<file path="config.mk">
export PLATFORM = sky130hd
export DESIGN_NAME = kex_ram_arbiter
export DESIGN_NICKNAME = d
export VERILOG_FILES = /design/src/rtl/kex_ram_arbiter.sv
export SDC_FILE = /design/constraint.sdc
export NUM_CORES = 1
export LEC_CHECK = 0
export CAP_MARGIN = 30
export CORE_ASPECT_RATIO = 0.6
export CORE_UTILIZATION = 42
export CTS_BUF_LIST = sky130_fd_sc_hd__clkbuf_2 sky130_fd_sc_hd__clkbuf_4 sky130_fd_sc_hd__clkbuf_8
export CTS_CLUSTER_DIAMETER = 120
export DETAILED_ROUTE_END_ITERATION = 7
export DONT_BUFFER_PORTS = 1
export GPL_ROUTABILITY_DRIVEN = 0
export PLACE_DENSITY_LB_ADDON = 0.25
export SLEW_MARGIN = 15
export SYNTH_ARGS = -nofsm -noshare
export SYNTH_HDL_FRONTEND = slang
export SYNTH_SLANG_ARGS = --single-unit
</file>
<file path="constraint.sdc">
create_clock -name clk -period 2 [get_ports clk]
set_clock_uncertainty 0.15 [all_clocks]
set_input_delay 0.3 -clock clk [delete_from_list [all_inputs] [get_ports clk]]
set_output_delay 0.3 -clock clk [all_outputs]
set_load 0.02 [all_outputs]
</file>
<file path="src/rtl/kex_ram_arbiter.sv">
// Single-port KEX weight RAM arbiter: DMA word writes vs. compute burst reads,
// with read data returned one cycle after each issued address.
module kex_ram_arbiter #(
  parameter int N_ELEM = 512,
  parameter int DATA_W = 12,
  parameter int AW     = $clog2(N_ELEM),
  parameter int LW     = $clog2(N_ELEM) + 1
) (
  input  logic              clk,
  input  logic              rst_n,
  input  logic              dma_wr_valid,
  input  logic [AW-1:0]     dma_wr_addr,
  input  logic [DATA_W-1:0] dma_wr_data,
  output logic              dma_wr_ready,
  input  logic              rd_req,
  input  logic [AW-1:0]     rd_base,
  input  logic [LW-1:0]     rd_len,
  output logic              rd_ack,
  output logic              rd_busy,
  output logic [DATA_W-1:0] rd_data,
  output logic              rd_valid,
  output logic              rd_last,
  output logic              rd_done,
  output logic [AW-1:0]     ram_addr,
  output logic [DATA_W-1:0] ram_wdata,
  output logic              ram_write,
  input  logic [DATA_W-1:0] ram_rdata
);

  typedef enum logic {S_IDLE, S_READ} state_e;
  typedef enum logic {WIN_WRITE, WIN_READ} win_e;

  state_e          state_q, state_d;
  win_e            win_q, win_d;
  logic [AW-1:0]   base_q, base_d;
  logic [LW-1:0]   len_q, len_d;
  logic [LW-1:0]   cnt_q, cnt_d;
  logic            issue_q, issue_d;
  logic            last_q, last_d;
  logic            zdone_q, zdone_d;

  always_ff @(posedge clk or negedge rst_n) begin
    if (!rst_n) begin
      state_q <= S_IDLE;
      win_q   <= WIN_READ;
      base_q  <= '0;
      len_q   <= '0;
      cnt_q   <= '0;
      issue_q <= 1'b0;
      last_q  <= 1'b0;
      zdone_q <= 1'b0;
    end else begin
      state_q <= state_d;
      win_q   <= win_d;
      base_q  <= base_d;
      len_q   <= len_d;
      cnt_q   <= cnt_d;
      issue_q <= issue_d;
      last_q  <= last_d;
      zdone_q <= zdone_d;
    end
  end

  // Grants are combinational; gating on rst_n keeps them low while reset is held.
  always_comb begin
    state_d      = state_q;
    win_d        = win_q;
    base_d       = base_q;
    len_d        = len_q;
    cnt_d        = cnt_q;
    issue_d      = 1'b0;
    last_d       = 1'b0;
    zdone_d      = 1'b0;
    dma_wr_ready = 1'b0;
    ram_write    = 1'b0;
    ram_addr     = '0;
    ram_wdata    = '0;
    rd_ack       = 1'b0;
    if (rst_n) begin
      case (state_q)
        S_IDLE: begin
          if (dma_wr_valid && (!rd_req || win_q == WIN_READ)) begin
            dma_wr_ready = 1'b1;
            ram_write    = 1'b1;
            ram_addr     = dma_wr_addr;
            ram_wdata    = dma_wr_data;
            win_d        = WIN_WRITE;
          end else if (rd_req) begin
            rd_ack   = 1'b1;
            ram_addr = rd_base;
            base_d   = rd_base;
            len_d    = rd_len;
            cnt_d    = LW'(1);
            win_d    = WIN_READ;
            issue_d  = (rd_len != '0);
            last_d   = (rd_len == LW'(1));
            zdone_d  = (rd_len == '0);
            if (rd_len > LW'(1)) state_d = S_READ;
          end
        end
        S_READ: begin
          ram_addr = base_q + cnt_q[AW-1:0];
          issue_d  = 1'b1;
          cnt_d    = cnt_q + LW'(1);
          if (cnt_q == len_q - LW'(1)) begin
            last_d  = 1'b1;
            state_d = S_IDLE;
          end
        end
        default: state_d = S_IDLE;
      endcase
    end
  end

  assign rd_valid = issue_q;
  assign rd_last  = last_q;
  assign rd_done  = last_q | zdone_q;
  assign rd_data  = ram_rdata;
  assign rd_busy  = rd_ack | (state_q == S_READ) | issue_q;

endmodule

</file>
Word level (Yosys, flattened, before mapping)
Cells that the tools add are included.

storage, ports and cells
  bits in registers = 34
  latch bits = 0
  bits in writable memories = 0
  bits in read-only memories = 0
  input port bits = 56
  output and inout port bits = 40
  logic and storage cells = 67
  memories = 0

operators by class
  add/sub/neg operators = 3
  multiply operators = 0
  divide/modulo/power cells = 0
  magnitude comparators = 1
  eq/ne operators = 4
  shifts and indexed selects = 0
  mux-type cells = 37
  bitwise operators = 5
  reduce and logical (&&, ||, !) cells = 9

operators by type and width
  operator                                                                           number
  12-bit two-way mux                                                                 3
  9-bit two-way mux                                                                  3
  1-bit two-way mux                                                                  24
  10-bit two-way mux                                                                 2
  10-bit one-hot mux with 2 select lines                                             1
  9-bit one-hot mux with 2 select lines                                              1
  10-bit by 1-bit adder with 10-bit output (second input constant)                   1
  10-bit by 1-bit == test with 1-bit output (second input constant)                  1
  10-bit == test                                                                     1
  10-bit by 1-bit greater-than comparator with 1-bit output (second input constant)  1
  10-bit zero test                                                                   1
  10-bit nonzero test                                                                1
  10-bit by 1-bit subtractor with 10-bit output (second input constant)              1
  9-bit adder                                                                        1
  1-bit one-hot mux with 2 select lines                                              3
  3-bit AND reduction                                                                2
  2-bit inequality test (second input constant)                                      2
  4-bit AND reduction                                                                1
  1-bit OR                                                                           3
  1-bit inverter                                                                     2
  2-bit nonzero test                                                                 1
  1-bit logical AND                                                                  1
  1-bit zero test                                                                    1
  1-bit logical OR                                                                   1

Logic depth before layout (Yosys ltp)
Gate-level depths: netlist of the first run.

  depth in word-level cells = 8
  mapped depth = 9
  mapped depth without buffers = 9

Least setup slack after synthesis of the first run
No wires, ideal clock.

  kind = register to output
  start point = register cnt_q[0]
  end point = output ram_addr[8]
  data arrival time = 1.976 ns
  required time = 1.550 ns
  path slack = -0.426 ns
  cell stages (with the launch flop) = 10
  buffers on the path = 0
  cell sequence = dfrtp_1 -> ha_1 -> inv_1 -> fa_1 -> nor2b_1 -> o21ai_0 -> a21oi_1 -> o41ai_1 -> xnor2_1 -> a21oi_1

on the way
  cells in the longest elaborated chain, start to end = 3

RTL lines
  item                                   RTL line  source
  from (decl)                            37        logic [LW-1:0] cnt_q, cnt_d;
  from (signal assigned)                 57        cnt_q <= cnt_d;
  9-bit adder                            102       ram_addr = base_q + cnt_q[AW-1:0];
  9-bit one-hot mux with 2 select lines  80        case (state_q)
  9-bit two-way mux                      79        if (rst_n) begin
  to (decl)                              24        output logic [AW-1:0] ram_addr,

Every way passes these cells.

Final worst setup path of the first run
  start point = register base_q[0]
  end point = output ram_addr[8]

on the way
  cells in the longest elaborated chain, start to end = 3

RTL lines
  item                                   RTL line  source
  from (decl)                            35        logic [AW-1:0] base_q, base_d;
  from (signal assigned)                 55        base_q <= base_d;
  9-bit adder                            102
  9-bit one-hot mux with 2 select lines  80
  9-bit two-way mux                      79

Every way passes these cells.

==> run metrics, run 1 <==
final setup margin -0.567 ns; most frequent cells in the layout 61 x nand2_1, 52 x buf_4, 33 x dfrtp_1; chip height 61.7 um; DR pass1 iterations 4; Num Clock Sinks 34; Final nets 442; cells along the critical path ha_2 -> inv_2 -> fa_2 -> nor2b_2 -> o21ai_2 -> a21oi_2 -> o41ai_2 -> xnor2_1 -> a21oi_2; Final Slew Violations 0; cts bufs inserted 5; Synth Instances 315; H-Tree Depth 2; Port-buffer cells 0; family with the most delay on the worst path compound AO/OA/AOI/OAI gates; global-route wire length before repair around 11 mm; number of fill cells 510; failing checks setup timing; worst path buffer plus inverter count 1; Slew @ Worst Pin 0.380 ns; vias per inst approximately 5.3; Peak Freq just under 0.4 GHz; Vias approximately 2400; Post-route DRC 0; top cell type's share of synthesized area 33.1%; CTS tree done; Post-synth EDFFs 0; ys flop type dfrtp_1; syn_nets 382; max-cap violations 0; Worst Hold Class primary input to flip-flop; Hold Worst Slack 0.00635 ns; Post-DRT Antenna Nets 0; layout cell share with drive strength beyond 1 32.4%; crit start category flip-flop; min Tclk post-route about 2.6 ns; final hold viol count 0; Rel. slew slack 74.6%; status finished with violations; Synth area leader dfrtp_1; Reg clk slew, reported paths 0.07 ns; CP max stage delay 0.37 ns; dominant cells by area after synthesis dfrtp_1 33%, nand2_1 9.5%, xnor2_1 5.3%; Seq/Total Area, Yosys 34.2%; die area 0.00626 mm^2; vias in the first global route 2191; RSZ-0062 raised after global routing true; routed length per placed instance roughly 16 um; peak supply drop about 580 uV; RR Startpoint len_q[0]; Synth Register Bits 34; final period utilization 128%; CP Max Fanout 2; power per cell area around 1400 mW/mm^2; min-delay src rd_base[1]; initial DRC count 108; Antenna Cells 0; kind of critical path flip-flop to output pin; Clock Root Buffer clkbuf_8; Critical Path RT 1.55 ns; Lkg Pwr 1.57 nW; Post-Syn Area 0.00249 mm^2; slowest stage cell, crit path dfrtp_1; Cell variety after synth 47; DPL Wire Length ~5 mm; Pwr Total 4.85 mW; Die W 101 um; Critical path origin base_q[0]; Rows 21; remaining global-route overflow 0; # placed instances 420; critical path arrival 2.12 ns; CP most frequent cell a21oi_2; Async SR Flop Fraction 100%; Initial Util 44.1%; largest net degree at the start of global routing 35; gr usage total approximately a quarter; clk buf depth 2; latest clock arrival within the worst-skew pair about 0.29 ns; # setup viols final 11; synthesis-to-layout area growth 37.9%; commonest non-fill, non-tap cell in the layout nand2_1; Avg Cell Area, Syn 7.91 um^2; drt total wl 7.22 mm; num ports 96; Placeable Area 0.00565 mm^2; Synthesis Warnings 0; crit path capture type output pin; Layout Cells excl Fill 456; initial antenna violation count 0
## synth_stat cells (2+ instances only)
master	n
and3_1	4
xor2_1	9
o2111ai_1	2
nor3_1	6
o31a_1	2
buf_4	13
nor4_1	2
a31oi_1	5
inv_1	12
o21ai_0	14
dfrtp_1	33
xnor2_1	15
nor3b_1	2
nor2b_1	7
clkbuf_1	12
o21ai_1	4
o22ai_1	4
nand4_1	3
nand2_1	63
ha_1	10
nand3_1	11
a21boi_1	2
a21oi_1	24
nor2_1	19
or3_1	3
nand2b_1	2
and2_1	12
## worst register-to-register path, stage by stage, from the launching register on
cell      delay (ns)
dfrtp_1         0.40
inv_2           0.08
ha_4            0.14
and2b_2         0.20
a31oi_2         0.11
or4_4           0.43
a211oi_2        0.26
and4_1          0.23
a21oi_1         0.07
## kinds of logic after synthesis
logic type | share of synthesized area [%]
flip-flops | 34.2
AND/OR/NAND/NOR | 27.6
XOR/XNOR | 8.43
AO/OA/AOI/OAI | 16.3
buffers and inverters | 7.68
adder cells (fa/ha/maj) | 5.82
## what timing repair did
item	4_1_cts	5_1_grt
endpoints found under the hold margin	53	0
setup endpoints to repair	25	26
gates resized for setup	29	25
pin swaps	18	17
buffers inserted	3	5
cloned	1	0
hold buffers	20	0
## metrics by stage
stage                     util (%)  setup TNS, ns  cell area [um^2]  setup slack, ns
after floorplan                  -         -0.910              2550           -0.243
after detailed placement      51.4          -1.18              2900           -0.279
after CTS                     59.0          -3.37              3330           -0.584
after global routing          60.8          -4.54              3440           -0.636
final                         60.8          -3.59              3440           -0.567
after global placement        51.4          -1.03              2900           -0.264
## path summary, 6_finish.rpt
check,slack (ns),depth (start not counted),endpoint
min in group asynchronous,0.32,2,cnt_q[0]
max reg2reg,-0.18,8,state_q
min,0.006,2,base_q[1]
min reg2reg,0.34,2,base_q[2]
max in group asynchronous,1.14,2,win_q
max,-0.57,9,ram_addr[8]
## flip-flops by register name (all words and copies together), names as in the netlist
| signal | count |
|---|---|
| len_q | 10 |
| rd_last | 1 |
| cnt_q | 10 |
| state_q | 1 |
| win_q | 1 |
| rd_valid | 1 |
| zdone_q | 1 |
| base_q | 9 |
## power breakdown
part / switching (mW) / leakage (nW) / internal, mW
clock: 0.255 / 0.0593 / 0.400
combinational: 1.55 / 1.08 / 1.51
sequential: 0.195 / 0.427 / 0.945
## final cells by class
class	instances	area, um^2	share of cell area, %
Clock buffer	7	83.8	2.44
Sequential cell	34	852	24.8
Inverter	13	48.8	1.42
Multi-Input combinational cell	243	1640	47.6
Tap cell	80	100	2.91
Timing Repair Buffer	78	686	20.0
Clock inverter	1	30.0	0.874
## metal layers
metal / global-route usage (%) / wire length (um)
met1: 38.5 / 3880
met2: 33.4 / 2950
met3: 4.65 / 366
met4: 3.73 / 25
met5: 0 / 0
Power figures use the tool's default switching activity.
==> run 2, diff against run 1 <==
--- a/config.mk
+++ b/config.mk
@@ -7,13 +7,14 @@
 export LEC_CHECK = 0
 export CAP_MARGIN = 30
 export CORE_ASPECT_RATIO = 0.6
-export CORE_UTILIZATION = 42
+export CORE_UTILIZATION = 60
 export CTS_BUF_LIST = sky130_fd_sc_hd__clkbuf_2 sky130_fd_sc_hd__clkbuf_4 sky130_fd_sc_hd__clkbuf_8
 export CTS_CLUSTER_DIAMETER = 120
 export DETAILED_ROUTE_END_ITERATION = 7
 export DONT_BUFFER_PORTS = 1
 export GPL_ROUTABILITY_DRIVEN = 0
-export PLACE_DENSITY_LB_ADDON = 0.25
+export HOLD_SLACK_MARGIN = 0.1
+export PLACE_DENSITY = 0.79
 export SLEW_MARGIN = 15
 export SYNTH_ARGS = -nofsm -noshare
 export SYNTH_HDL_FRONTEND = slang
==> run 2 against run 1 <==
The run still ends with setup timing left. Register-to-register slack got worse by 0.05 ns. Cell area down 0.58%. Clock-buffer cell count stayed put. First-iteration DRC count rose to 2.5 times the previous value. Sequential power about the same. Critical path depth increased by 1. Worst setup slack worse by 0.070 ns. Sequential share of layout area rose by 0.15 points. Flip-flop and latch count unchanged. Total power increased by 2.6%. Critical endpoint unchanged. Largest power group unchanged.
==> run metrics, run 2 (synthesis gave the netlist of run 1 again) <==
power share of the combinational group 65.2% (was 63.0%); Post-route DRC 0 (unchanged); Worst Hold Class primary input to flip-flop (unchanged); status finished with violations (unchanged); Reg power frac 23.5% (about the same); Rows 17 (was 21); min Tclk post-route 2.64 ns (was 2.57 ns); H-Tree Depth 2 (unchanged); Post-DRT Antenna Nets 0 (unchanged); FF-to-FF End state_q (unchanged); largest registers cnt_q: 10 flops, len_q: 10 flops, base_q: 9 flops (unchanged); Sw Ratio 43.8% (was 41.1%); Hold Path End state_q (was base_q[1]); initial antenna violation count 0 (unchanged); max-cap violations 0 (unchanged); Reg2Reg Depth 9 (was 8); die area 0.00442 mm^2 (was 0.00626 mm^2); Final nets 440 (was 442); critical path arrival 2.19 ns (was 2.12 ns); initial DRC count 270 (was 108); crit start category flip-flop (unchanged); Clock Root Buffer clkbuf_8 (unchanged); setup TNS -4.92 ns (was -3.59 ns); remaining global-route overflow 0 (unchanged); Clk pwr share 11.2% (was 13.5%); Num Clock Sinks 34 (unchanged); Final Util 89.2% (was 60.8%); Critical Path RT 1.55 ns (about the same); Cell Int Power 2.80 mW (was 2.86 mW); cts bufs inserted 5 (unchanged); drt total wl 8.48 mm (was 7.22 mm); min-delay src rst_n (was rd_base[1]); commonest non-fill, non-tap cell in the layout nand2_1 (unchanged); synthesis-to-layout area growth 37.0% (was 37.9%); Initial Util 65.1% (was 44.1%); routed length per placed instance 20.1 um (was 15.8 um); DR pass1 iterations 5 (was 4); flop2flop setup slack -0.23 ns (was -0.18 ns); layout cell share with drive strength beyond 1 32.9% (was 32.4%); final hold viol count 0 (unchanged); Lkg Pwr 1.57 nW (about the same); Hold Worst Slack 0.128 ns (was 0.00635 ns); Slew @ Worst Pin 0.396 ns (was 0.380 ns); peak supply drop 778 uV (was 583 uV); Rel. slew slack 73.6% (was 74.6%); NetSw 2.18 mW (was 2.00 mW); gr usage total 38.9% (was 24.1%); vias in the first global route 2673 (was 2191); DPL Wire Length 5.12 mm (was 5.15 mm); Die W 85.2 um (was 101 um); Vias 2642 (was 2427); vias per inst 6.28 (was 5.32); final period utilization 132% (was 128%); CP Max Fanout 2 (unchanged); kind of critical path flip-flop to output pin (unchanged); clk buf depth 2 (unchanged); CTS tree done (unchanged); latest clock arrival within the worst-skew pair 0.29 ns (about the same); global-route wire length before repair 12.9 mm (was 11.1 mm); RSZ-0062 raised after global routing true (unchanged); worst hold stages 2 (unchanged); Peak Freq 0.379 GHz (was 0.390 GHz); Reg clk slew, reported paths 0.08 ns (was 0.07 ns); most frequent cells in the layout 61 x nand2_1, 46 x buf_4, 33 x dfrtp_1 (was 61 x nand2_1, 52 x buf_4, 33 x dfrtp_1); power per cell area 1460 mW/mm^2 (was 1410 mW/mm^2); crit path capture type output pin (unchanged); Port-buffer cells 0 (unchanged); Final Slew Violations 0 (unchanged); number of fill cells 180 (was 510); largest net degree at the start of global routing 38 (was 35); failing checks setup timing (unchanged); Antenna Cells 0 (unchanged); chip height 51.9 um (was 61.7 um); RR Startpoint len_q[1] (was len_q[0]); num ports 96 (unchanged); final setup margin -0.636 ns (was -0.567 ns); Placeable Area 0.00383 mm^2 (was 0.00565 mm^2); Pwr Total 4.98 mW (was 4.85 mW); # setup viols final 17 (was 11)
## run 2: layer usage
metal / up-vias / share of wire [%] / global-route usage (%)
li1: 1177 / - / -
met1: 1284 / 41 / 50.2
met2: 155 / 47 / 65.1
met3: 26 / 9.5 / 9.68
met4: 0 / 1.8 / 13.3
met5: - / 0 / 0
## run 2: worst max-delay path by stage
stage | from | end | slack (ns) | depth (start not counted)
floorplan | cnt_q[0] | ram_addr[8] | -0.24 | 9
CTS | cnt_q[0] | ram_addr[8] | -0.62 | 10
global route | base_q[0] | ram_addr[8] | -0.73 | 10
finish | cnt_q[0] | ram_addr[8] | -0.64 | 10
detailed placement | cnt_q[0] | ram_addr[8] | -0.38 | 10
global placement | cnt_q[0] | ram_addr[8] | -0.33 | 10
## run 2: power groups by stage
stage,Combinational (mW),Sequential [mW],Clock [mW]
finish,3.25,1.17,0.560
floorplan,1.70,1.17,0
detailed placement,2.62,1.14,0
global placement,2.50,1.12,0
CTS,3.03,1.14,0.554
global route,3.46,1.19,0.583
## run 2: final cells by class
class,instances,area [um^2],share of cell area [%]
multi-input combinational,243,1680,49.3
sequential,34,852,24.9
timing repair buffer,76,676,19.8
clock buffer,7,90.1,2.64
tap,47,58.8,1.72
inverter,13,51.3,1.50
clock inverter,1,5.00,0.147
## run 2: stage by stage
| step | cell area, um^2 | cells | worst slack, ns |
|---|---|---|---|
| after floorplan | 2550 | 315 | -0.243 |
| after global placement | 2830 | 384 | -0.334 |
| after detailed placement | 2830 | 384 | -0.376 |
| after CTS | 3330 | 419 | -0.625 |
| after global routing | 3420 | 421 | -0.733 |
| final | 3420 | 421 | -0.636 |
## run 2: worst max-delay path, cell delays in order (launching register included)
cell,delay [ns]
dfrtp_1,0.42
ha_4,0.17
inv_2,0.04
fa_2,0.34
nor2b_2,0.14
o21ai_2,0.08
a21oi_2,0.20
o41ai_2,0.09
xnor2_1,0.15
a21oi_2,0.12
buf_4,0.15
## run 2: repair_timing
| action | in CTS | in global routing |
|---|---|---|
| cloned | 1 | 0 |
| pin swaps | 17 | 23 |
| setup buffers | 5 | 2 |
| gates resized for setup | 53 | 14 |
| setup endpoints to repair | 26 | 26 |
| hold buffers | 21 | 0 |
| endpoints found under the hold margin | 59 | 0 |
